==> config.mk <==
export PLATFORM = sky130hd
export DESIGN_NAME = uc_seq_stack
export DESIGN_NICKNAME = d
export VERILOG_FILES = /design/src/rtl/uc_seq_stack.sv
export SDC_FILE = /design/constraint.sdc
export NUM_CORES = 1
export LEC_CHECK = 0
export CAP_MARGIN = 20
export CORE_MARGIN = 2
export CORE_UTILIZATION = 43
export CTS_CLUSTER_SIZE = 16
export DETAILED_ROUTE_END_ITERATION = 10
export PLACE_DENSITY = 0.75
export SETUP_SLACK_MARGIN = 0.4
export SLEW_MARGIN = 25
export SYNTH_ARGS = -nofsm -noshare
export SYNTH_HDL_FRONTEND = slang
export SYNTH_SLANG_ARGS = --single-unit
==> constraint.sdc <==
create_clock -name clk -period 1.7 [get_ports clk]
set_input_delay 0.255 -clock clk [delete_from_list [all_inputs] [get_ports clk]]
set_output_delay 0.255 -clock clk [all_outputs]
set_load 0.01 [all_outputs]
==> src/rtl/uc_seq_stack.sv <==
// Sequential control unit: FETCH/EXEC FSM with registered one-cycle strobes,
// a hardware return-stack depth tracker with full/empty/sticky-error flags, and HALT.
module uc_seq_stack #(
   parameter int OPW   = 6,
   parameter int ALUW  = 3,
   parameter int DEPTH = 16,
   localparam int SPW  = $clog2(DEPTH + 1)
) (
   input  logic            clk,
   input  logic            reset,
   input  logic [OPW-1:0]  opcode,
   input  logic            z,
   input  logic            instr_valid,
   input  logic            err_clr,
   output logic            s_inc,
   output logic            s_inm,
   output logic            we3,
   output logic            wez,
   output logic            s_pila,
   output logic            push,
   output logic            pop,
   output logic [ALUW-1:0] op_alu,
   output logic            pc_en,
   output logic [SPW-1:0]  sp,
   output logic            stk_full,
   output logic            stk_empty,
   output logic            stk_err,
   output logic            halted,
   output logic [2:0]      dbg_state
);

   typedef enum logic [2:0] {
      S_FETCH = 3'd0,
      S_EXEC  = 3'd1,
      S_POP2  = 3'd2,
      S_ERROR = 3'd3,
      S_HALT  = 3'd4
   } state_t;

   state_t          state_q, state_d;
   logic [OPW-1:0]  opc_q, opc_d;
   logic            s_inc_q, s_inc_d, s_inm_q, s_inm_d, we3_q, we3_d, wez_q, wez_d;
   logic            s_pila_q, s_pila_d, push_q, push_d, pop_q, pop_d, pc_en_q, pc_en_d;
   logic [ALUW-1:0] op_alu_q, op_alu_d;
   logic [SPW-1:0]  sp_q, sp_d;
   logic            err_q, err_d, halted_q, halted_d;

   logic            is_arith, is_halt, mid_zero, sp_full;
   logic [2:0]      fn;

   assign is_arith = ~opc_q[OPW-1];
   assign is_halt  = &opc_q;
   assign mid_zero = (opc_q[OPW-2:3] == '0);
   assign fn       = opc_q[2:0];
   assign sp_full  = (sp_q == SPW'(DEPTH));

   // Handshake: an opcode is accepted only in FETCH on a cycle with instr_valid=1;
   // there is no ready, so the source must hold opcode/instr_valid until the FSM is back in FETCH.
   always_comb begin
      state_d  = state_q;
      opc_d    = opc_q;
      s_inc_d  = 1'b1;
      s_inm_d  = 1'b0;
      we3_d    = 1'b0;
      wez_d    = 1'b0;
      s_pila_d = 1'b0;
      push_d   = 1'b0;
      pop_d    = 1'b0;
      pc_en_d  = 1'b0;
      op_alu_d = op_alu_q;
      sp_d     = sp_q;
      err_d    = err_q;
      halted_d = halted_q;
      case (state_q)
         S_FETCH: begin
            if (instr_valid) begin
               opc_d   = opcode;
               state_d = S_EXEC;
            end
         end
         S_EXEC: begin
            state_d = S_FETCH;
            if (is_arith) begin
               op_alu_d = opc_q[OPW-2 -: ALUW];
               we3_d    = 1'b1;
               wez_d    = 1'b1;
               pc_en_d  = 1'b1;
            end else if (is_halt) begin
               halted_d = 1'b1;
               state_d  = S_HALT;
            end else if (!mid_zero) begin
               pc_en_d = 1'b1;
            end else begin
               case (fn)
                  3'b000: begin s_inm_d = 1'b1; we3_d = 1'b1; pc_en_d = 1'b1; end
                  3'b001: begin s_inc_d = 1'b0; pc_en_d = 1'b1; end
                  3'b010: begin s_inc_d = ~z;   pc_en_d = 1'b1; end
                  3'b011: begin s_inc_d = z;    pc_en_d = 1'b1; end
                  3'b100: begin
                     if (!sp_full) begin
                        push_d  = 1'b1;
                        s_inc_d = 1'b0;
                        pc_en_d = 1'b1;
                        sp_d    = sp_q + SPW'(1);
                     end else begin
                        err_d   = 1'b1;
                        state_d = S_ERROR;
                     end
                  end
                  3'b101: begin
                     if (sp_q != '0) begin
                        pop_d   = 1'b1;
                        sp_d    = sp_q - SPW'(1);
                        state_d = S_POP2;
                     end else begin
                        err_d   = 1'b1;
                        state_d = S_ERROR;
                     end
                  end
                  default: pc_en_d = 1'b1;
               endcase
            end
         end
         S_POP2: begin
            s_pila_d = 1'b1;
            pc_en_d  = 1'b1;
            state_d  = S_FETCH;
         end
         S_ERROR: begin
            if (err_clr) begin
               err_d   = 1'b0;
               state_d = S_FETCH;
            end
         end
         S_HALT:  state_d = S_HALT;
         default: state_d = S_FETCH;
      endcase
   end

   always_ff @(posedge clk or negedge reset) begin
      if (!reset) begin
         state_q  <= S_FETCH;
         opc_q    <= '0;
         s_inc_q  <= 1'b1;
         s_inm_q  <= 1'b0;
         we3_q    <= 1'b0;
         wez_q    <= 1'b0;
         s_pila_q <= 1'b0;
         push_q   <= 1'b0;
         pop_q    <= 1'b0;
         pc_en_q  <= 1'b0;
         op_alu_q <= '0;
         sp_q     <= '0;
         err_q    <= 1'b0;
         halted_q <= 1'b0;
      end else begin
         state_q  <= state_d;
         opc_q    <= opc_d;
         s_inc_q  <= s_inc_d;
         s_inm_q  <= s_inm_d;
         we3_q    <= we3_d;
         wez_q    <= wez_d;
         s_pila_q <= s_pila_d;
         push_q   <= push_d;
         pop_q    <= pop_d;
         pc_en_q  <= pc_en_d;
         op_alu_q <= op_alu_d;
         sp_q     <= sp_d;
         err_q    <= err_d;
         halted_q <= halted_d;
      end
   end

   assign s_inc     = s_inc_q;
   assign s_inm     = s_inm_q;
   assign we3       = we3_q;
   assign wez       = wez_q;
   assign s_pila    = s_pila_q;
   assign push      = push_q;
   assign pop       = pop_q;
   assign op_alu    = op_alu_q;
   assign pc_en     = pc_en_q;
   assign sp        = sp_q;
   assign stk_full  = sp_full;
   assign stk_empty = (sp_q == '0);
   assign stk_err   = err_q;
   assign halted    = halted_q;
   assign dbg_state = state_q;

endmodule

==> reports/qor.csv <==
stage;metric;value;unit
status;status;finished, violations left;
status;failing checks;DRC, setup timing;
synthesis;post-synth net total;124;
routing;starting DRC count in detailed routing;49;
timing;Max Freq;0.554;GHz
layout;commonest non-fill, non-tap cell in the layout;buf_4;
setup_path;Crit path largest cell delay;540;ps
die;# rows;19;
timing;Hold Slack;280;ps
placement;PortBufs;33;
routing;drt wl/cell;19.8;µm
clock_tree;H-tree lvl count;1;
die;die span in y;59.0;µm
synthesis;mapped cell area;1300;µm²
flow_run;Max Cap Viol;0;
timing;RSZ-0062 raised after global routing;true;
die;Core Box Area;2810;µm²
power;power density cells;1260;nW/µm²
synthesis;ys async rst share;100;%
power;Max IR drop VDD;0.845;mV
clock_tree;CTS tree;built;
routing;antenna-violating nets left;0;
setup_path;CP Class;reg -> reg;
die;Initial Utilization;46.3;%
synthesis;synth unique cells;36;
clock_tree;clk root buf;clkbuf_4;
clock_tree;clk_lat worst skew;320;ps
clock_tree;CTS Buf Count;3;
setup_path;Startpoint Class;flip-flop;
timing;final period demand of the worst path;1810;ps
synthesis;post-synthesis cell count;109;
grt;first-pass GRT wire length;6.69;mm
layout;Final nets;216;
grt;largest net degree at the start of global routing;28;
synthesis;register area share after synthesis;52.1;%
clock_tree;clk buf depth;2;
placement;routability cong.;0.789;
layout;most frequent cells in the layout;buf_4, buf_6, dfrtp_1, mux2_4, clkdlybuf4s50_1;
timing;Final Hold Viols;0;
layout;Non-Filler Instances;231;
placement;Inst Count DP;192;
die;die area;3480;µm²
grt;vias in the first global route;1308;
timing;final worst path period share;106;%
die;IO Pins;34;
setup_path;crit-path max FO;4;
grt;initial antenna violation count;0;
power;P_leak;1.10;nW
die;die width;59.0;µm
layout;# diodes;0;
routing;Initial DRT Pass Iterations;10;
setup_path;cell family with most CP delay;simple AND/OR/NAND/NOR gates;
clock_tree;Clock transition at path regs;150;ps
grt;Total Routing Usage GR;26.5;%
routing;Residual DRC;5;
synthesis;synth warn;0;
setup_path;CP cell instances;or4_4 > buf_6 > o2111ai_4 > mux2_4;
routing;routed vias;1337;
setup_path;Crit path buffers/inverters;1;
timing;relative slew slack;73.2;%
synthesis;EDFF count, synth;0;
timing;Setup Viol. Count Final;7;
power;power after layout;3.01;mW
timing;Slew Limit Fails;0;
timing;Worst-Margin Slew;400;ps
synthesis;top_reg_cell synth;dfrtp_1;
routing;total wire length;4.59;mm
clock_tree;clock sink count;27;
worst_hold_path;Min-Delay Path Class;in -> async;
layout;Syn-to-layout area delta;84.1;%
routing;vias per cell;5.79;
setup_path;Data required, critical path;1930;ps
placement;dpl hpwl;2.23;mm
timing;Worst Clk Skew;2.97;ps
layout;share of cells above drive strength 1;60.0;%
timing;setup ws final;-105;ps
setup_path;worst path arrival time;2030;ps
grt;grt total ovfl;0;
setup_path;Slowest-stage cell, CP;or4_4;
synthesis;syn avg cell area;11.9;µm²
setup_path;CP endpoint kind;flip-flop;
synthesis;Yosys reg bits;27;
==> logic make-up after synthesis <==
kind of cell,count (synthesis),share of synthesized area (%)
AND/OR/NAND/NOR,42,19.6
flip-flops,27,52.1
XOR/XNOR,5,3.37
adder cells (fa/ha/maj),4,4.43
multiplexers,10,8.67
AO/OA/AOI/OAI,20,11.6
buffers and inverters,1,0.289
==> report_power, final <==
group	internal [mW]	total, mW	switching [mW]
Clock	0.0919	0.284	0.193
Sequential	0.784	0.879	0.0949
Combinational	1.05	1.85	0.800
==> metrics by stage <==
step | instance area [µm²] | util [%] | setup slack [ps] | TNS (ps)
finish | 2390 | 85.2 | -105 | -431
global route | 2390 | 85.2 | -150 | -879
CTS | 2190 | 77.9 | -85.5 | -309
detailed placement | 1910 | 68.0 | -126 | -491
global placement | 1910 | 68.0 | -111 | -244
floorplan | 1380 | - | -45.0 | -80.8
==> layout make-up <==
class	count	area, µm²
fill	129	414
sequential	27	684
tap	31	38.8
timing repair buffer	88	798
clock buffer	4	26.3
multi-input combinational	81	843
==> state kept, by name, indices dropped and copies added, names as in the netlist, 3 cells and up <==
name,count
dbg_state,3
op_alu,3
opc_q,6
sp,5
==> worst register-to-register path: cells and delay by family, from the launching register on <==
| kind | cells | cell delay (ps) |
|---|---|---|
| DFF | 1 | 450 |
| AOI/OAI and AO/OA | 1 | 250 |
| and+or+nand+nor | 1 | 540 |
| buffers and inverters | 1 | 150 |
| muxes | 1 | 330 |
==> Yosys cell counts (2+ instances only) <==
library cell / instances / area [µm²]
nor3_1: 2 / 10.0
nand2b_1: 4 / 25.0
xor2_1: 2 / 17.5
ha_1: 3 / 37.5
nor3_2: 2 / 20.0
nor2b_1: 3 / 18.8
a21oi_1: 7 / 35.0
nand2_1: 7 / 26.3
dfrtp_1: 26 / 651
xnor2_1: 3 / 26.3
nor2_1: 9 / 33.8
mux2_2: 10 / 113
o21ai_0: 4 / 20.0
nand3_1: 4 / 20.0
and3b_1: 2 / 17.5
==> layer usage <==
metal / vias to the layer above / wire [µm] / track usage, %
li1: 577 / - / -
met1: 663 / 1630 / 31.2
met2: 70 / 2480 / 48.1
met3: 27 / 264 / 5.49
met4: 0 / 210 / 8.44
met5: - / 0 / 0
==> timing repair <==
item | CTS | global route
buffers inserted | 23 | 12
setup endpoints to repair | 44 | 40
hold buffers | 0 | 0
pin swaps | 15 | 20
resized for setup | 79 | 36
==> worst paths after layout <==
kind	slack (ps)	cells past startpoint	startpoint	endpoint
max	-110	4	sp[1]$_DFFE_PN0P_	sp[1]$_DFFE_PN0P_
min	280	2	reset	wez$_DFF_PN0_
max reg2reg	-110	4	sp[1]$_DFFE_PN0P_	sp[1]$_DFFE_PN0P_
min reg2reg	560	1	stk_err$_DFFE_PN0P_	stk_err$_DFFE_PN0P_
max in group asynchronous	1120	2	reset	s_inc$_DFF_PN1_
min in group clk	540	2	opcode[0]	opc_q[0]$_DFFE_PN0P_
No activity file was read; power rests on OpenSTA's default activity.
==> patch 1 (config.mk and constraints unchanged) <==
Set the parameter `OPW` to 7 (it was 6).
--- a/src/rtl/uc_seq_stack.sv
+++ b/src/rtl/uc_seq_stack.sv
@@ -3,3 +3,3 @@
 module uc_seq_stack #(
-   parameter int OPW   = 6,
+   parameter int OPW   = 7,
    parameter int ALUW  = 3,
Interface: changed (resized opcode); port bits go from 34 to 35. The function was not compared with the original's and may differ.
==> patch 1 against the unedited design <==
Combinational power decreased by 43%; die area increased by 5.3%; cell area increased by 1.4%; non-clock buffer count decreased by 9; synthesized area increased by 5.7%; setup slack got worse by 0.049 ns; the run ends with negative setup slack left; routed wire length decreased by 14%; critical path depth unchanged; power decreased by 22%; highest routed layer unchanged; fmax decreased by 2.6%; largest power group unchanged; sequential cell count increased by 1.
==> patch 1: results <==
[sta]
final.setup_skew_ns = 0.00803
finalWorstSetupSlack_ns = -0.154
relSlewSlack = 0.763
setup_viol = 6

[layout]
clk_share = 0.0217
buffers = 79
fill_cells = 181

[setup_path]
max_stage_delay_ns = 0.57
crit_fanout = 5
arrival_ns = 2.10

[clocking]
clkLatencyLatePin_ns = 0.34

[synth]
synthXorXnorAreaFrac = 0.0319
syn-num-nets = 141
synthDistinctLibCells = 40

[grt]
met3_usage = 0.0320
grt_max_degree = 29
grt_util_met1 = 0.295

[pwr]
swShare = 0.319
power.leakage_nw = 1.13

[placed_design]
preCtsSetupSlack_ns = -0.124
gp_congestion = 0.825
detailed_place_hpwl_um = 2400

[status]
status = "complete, but fails checks"
violations = "negative setup slack"

[drt]
wl_met2_um = 2060
patch 1: cell types whose count changed after synthesis, moves of 2 or more:
cell      before  now
nand3_1        4    6
inv_1          0    2
a21oi_1        7    9
clkbuf_1       1    4
o21ai_0        4    2
nor3_1         2    4
patch 1: worst max path at each step:
stage / startpoint / to / slack [ns] / cells past startpoint
6_report: sp[2]$_DFFE_PN0P_ / sp[3]$_DFFE_PN0P_ / -0.15 / 4
5_1_grt: sp[2]$_DFFE_PN0P_ / stk_empty / -0.19 / 3
4_1_cts: sp[2]$_DFFE_PN0P_ / sp[3]$_DFFE_PN0P_ / -0.1 / 4
3_5_place_dp: sp[0]$_DFFE_PN0P_ / stk_empty / -0.12 / 3
3_3_place_gp: sp[0]$_DFFE_PN0P_ / stk_empty / -0.12 / 3
2_1_floorplan: opc_q[1]$_DFFE_PN0P_ / sp[3]$_DFFE_PN0P_ / -0.07 / 8
==> patch 2 (same flow settings) <==
Without the edit above. Reset style: synchronous (`reset`), changed in one clocked block.
--- a/src/rtl/uc_seq_stack.sv
+++ b/src/rtl/uc_seq_stack.sv
@@ -139,3 +139,3 @@
 
-   always_ff @(posedge clk or negedge reset) begin
+   always_ff @(posedge clk) begin
       if (!reset) begin
Function: differs if reset is asserted again (counterexample within 4 cycles, from zero or initial values and one cycle with reset low); with reset held inactive, the same outputs for 10 cycles.
==> patch 2 against the unedited design <==
The flow finishes with violations (negative setup slack); cell area decreased by 4.7%; fmax about the same; synthesized area increased by 3.1%; highest routed layer unchanged; utilization decreased by 9.4 points; routed wire length decreased by 8.7%; sequential cell count unchanged; non-clock buffer count decreased by 16; setup slack got worse by 0.0016 ns.
Power is not compared: it rests on default switching activity, and its combinational part moved more than twofold at a synthesized area within 25%.
==> patch 2: results <==
[synth]
ys_seq_area_frac = 0.404
synth_edf_count = 0
synth_flop_cell = "dfxtp_1"
synthTopCellsByArea = "dfxtp_1 40%, mux2i_1 7.5%, nor2_1 5.9%"
syn-num-nets = 158
synthDistinctLibCells = 42
synthArstFlopShare = 0

[layout]
final_layout_size_suffix_gt1_frac = 0.479
fill_cells = 208
largest_reg_flops = 6
area.growth.synth_to_final_pct = 70.2
fin_cells = 246
nNetsFinal = 229

[sta]
setup_viol = 3
final.setup_skew_ns = 0.00805
finalWorstSetupSlack_ns = -0.107
fin_setup_tns_ns = -0.144
relSlewSlack = 0.675
hold_ws_ns = 0.485

[drt]
firstDrtPassIters = 4
drtIter0Drc = 64
wl_met2_um = 2150
drt-met1-wl_um = 1810
vias_per_cell = 5.51
wl_met3_um = 197
wire_per_inst_um = 17.0

[grt]
grt_use_met2 = 0.387
grt_max_degree = 18
grt_pass1_vias = 1317
grt_util_met1 = 0.270
grt_first_pass_wirelength_um = 5970
met3_usage = 0.0303
grt_usage = 0.224

[min_path]
min_to = "halted$_SDFFE_PN0P_"
holdCritPathClass = "flop to flop"

[placed_design]
gp_congestion = 0.852
placed_cell_area_um2 = 1860
preCtsSetupSlack_ns = -0.0654
detailed_place_hpwl_um = 2560
place_inst = 220

[setup_path]
rr_worst_depth = 6
crit_fanout = 3
crit_slowest_cell = "fa_2"
arrival_ns = 2.03
max_stage_delay_ns = 0.39
reg2reg_to = "sp[4]$_SDFFE_PN0P_"
endpoint = "sp[4]$_SDFFE_PN0P_"
crit_path_start = "opc_q[1]$_SDFFE_PN0P_"

[clocking]
postCtsSetupBuffers = 14
ctsResizeCount = 81
clkLatencyLatePin_ns = 0.35

[status]
violations = "negative setup slack"
status = "complete, but fails checks"
patch 2: cell count changes after synthesis, sizes merged, moves of 5 or more:
cell and delta:
buf +5, dfrtp -26, dfxtp +27, mux2 -10
mux2i +10, nor2 +12
patch 2: cell families (layout without fill, tap and decap cells):
kind of cell,after synthesis,in the layout,share of synthesized area
compound gates,22,22,0.112
xor+xnor,3,3,0.0196
fa+ha+maj,4,4,0.0430
buf+inv,10,80,0.0514
flops,27,27,0.404
mux,10,10,0.0748
simple gates,67,67,0.295
patch 2: power groups by stage:
stage	logic (mW)	clock network (mW)	registers, mW
floorplan	0.0888	0	0.676
global placement	0.146	0	0.677
detailed placement	0.149	0	0.678
CTS	0.174	0.314	0.654
global route	0.219	0.349	0.658
finish	0.205	0.318	0.656
patch 2: final cells by class:
class | count | area share
well taps | 33 | 0.0181
clock inverters | 1 | 0.00384
flip-flops and latches | 27 | 0.250
inverters | 4 | 0.00659
repair buffers | 72 | 0.295
multi-input cells | 106 | 0.416
clock buffers | 3 | 0.00988
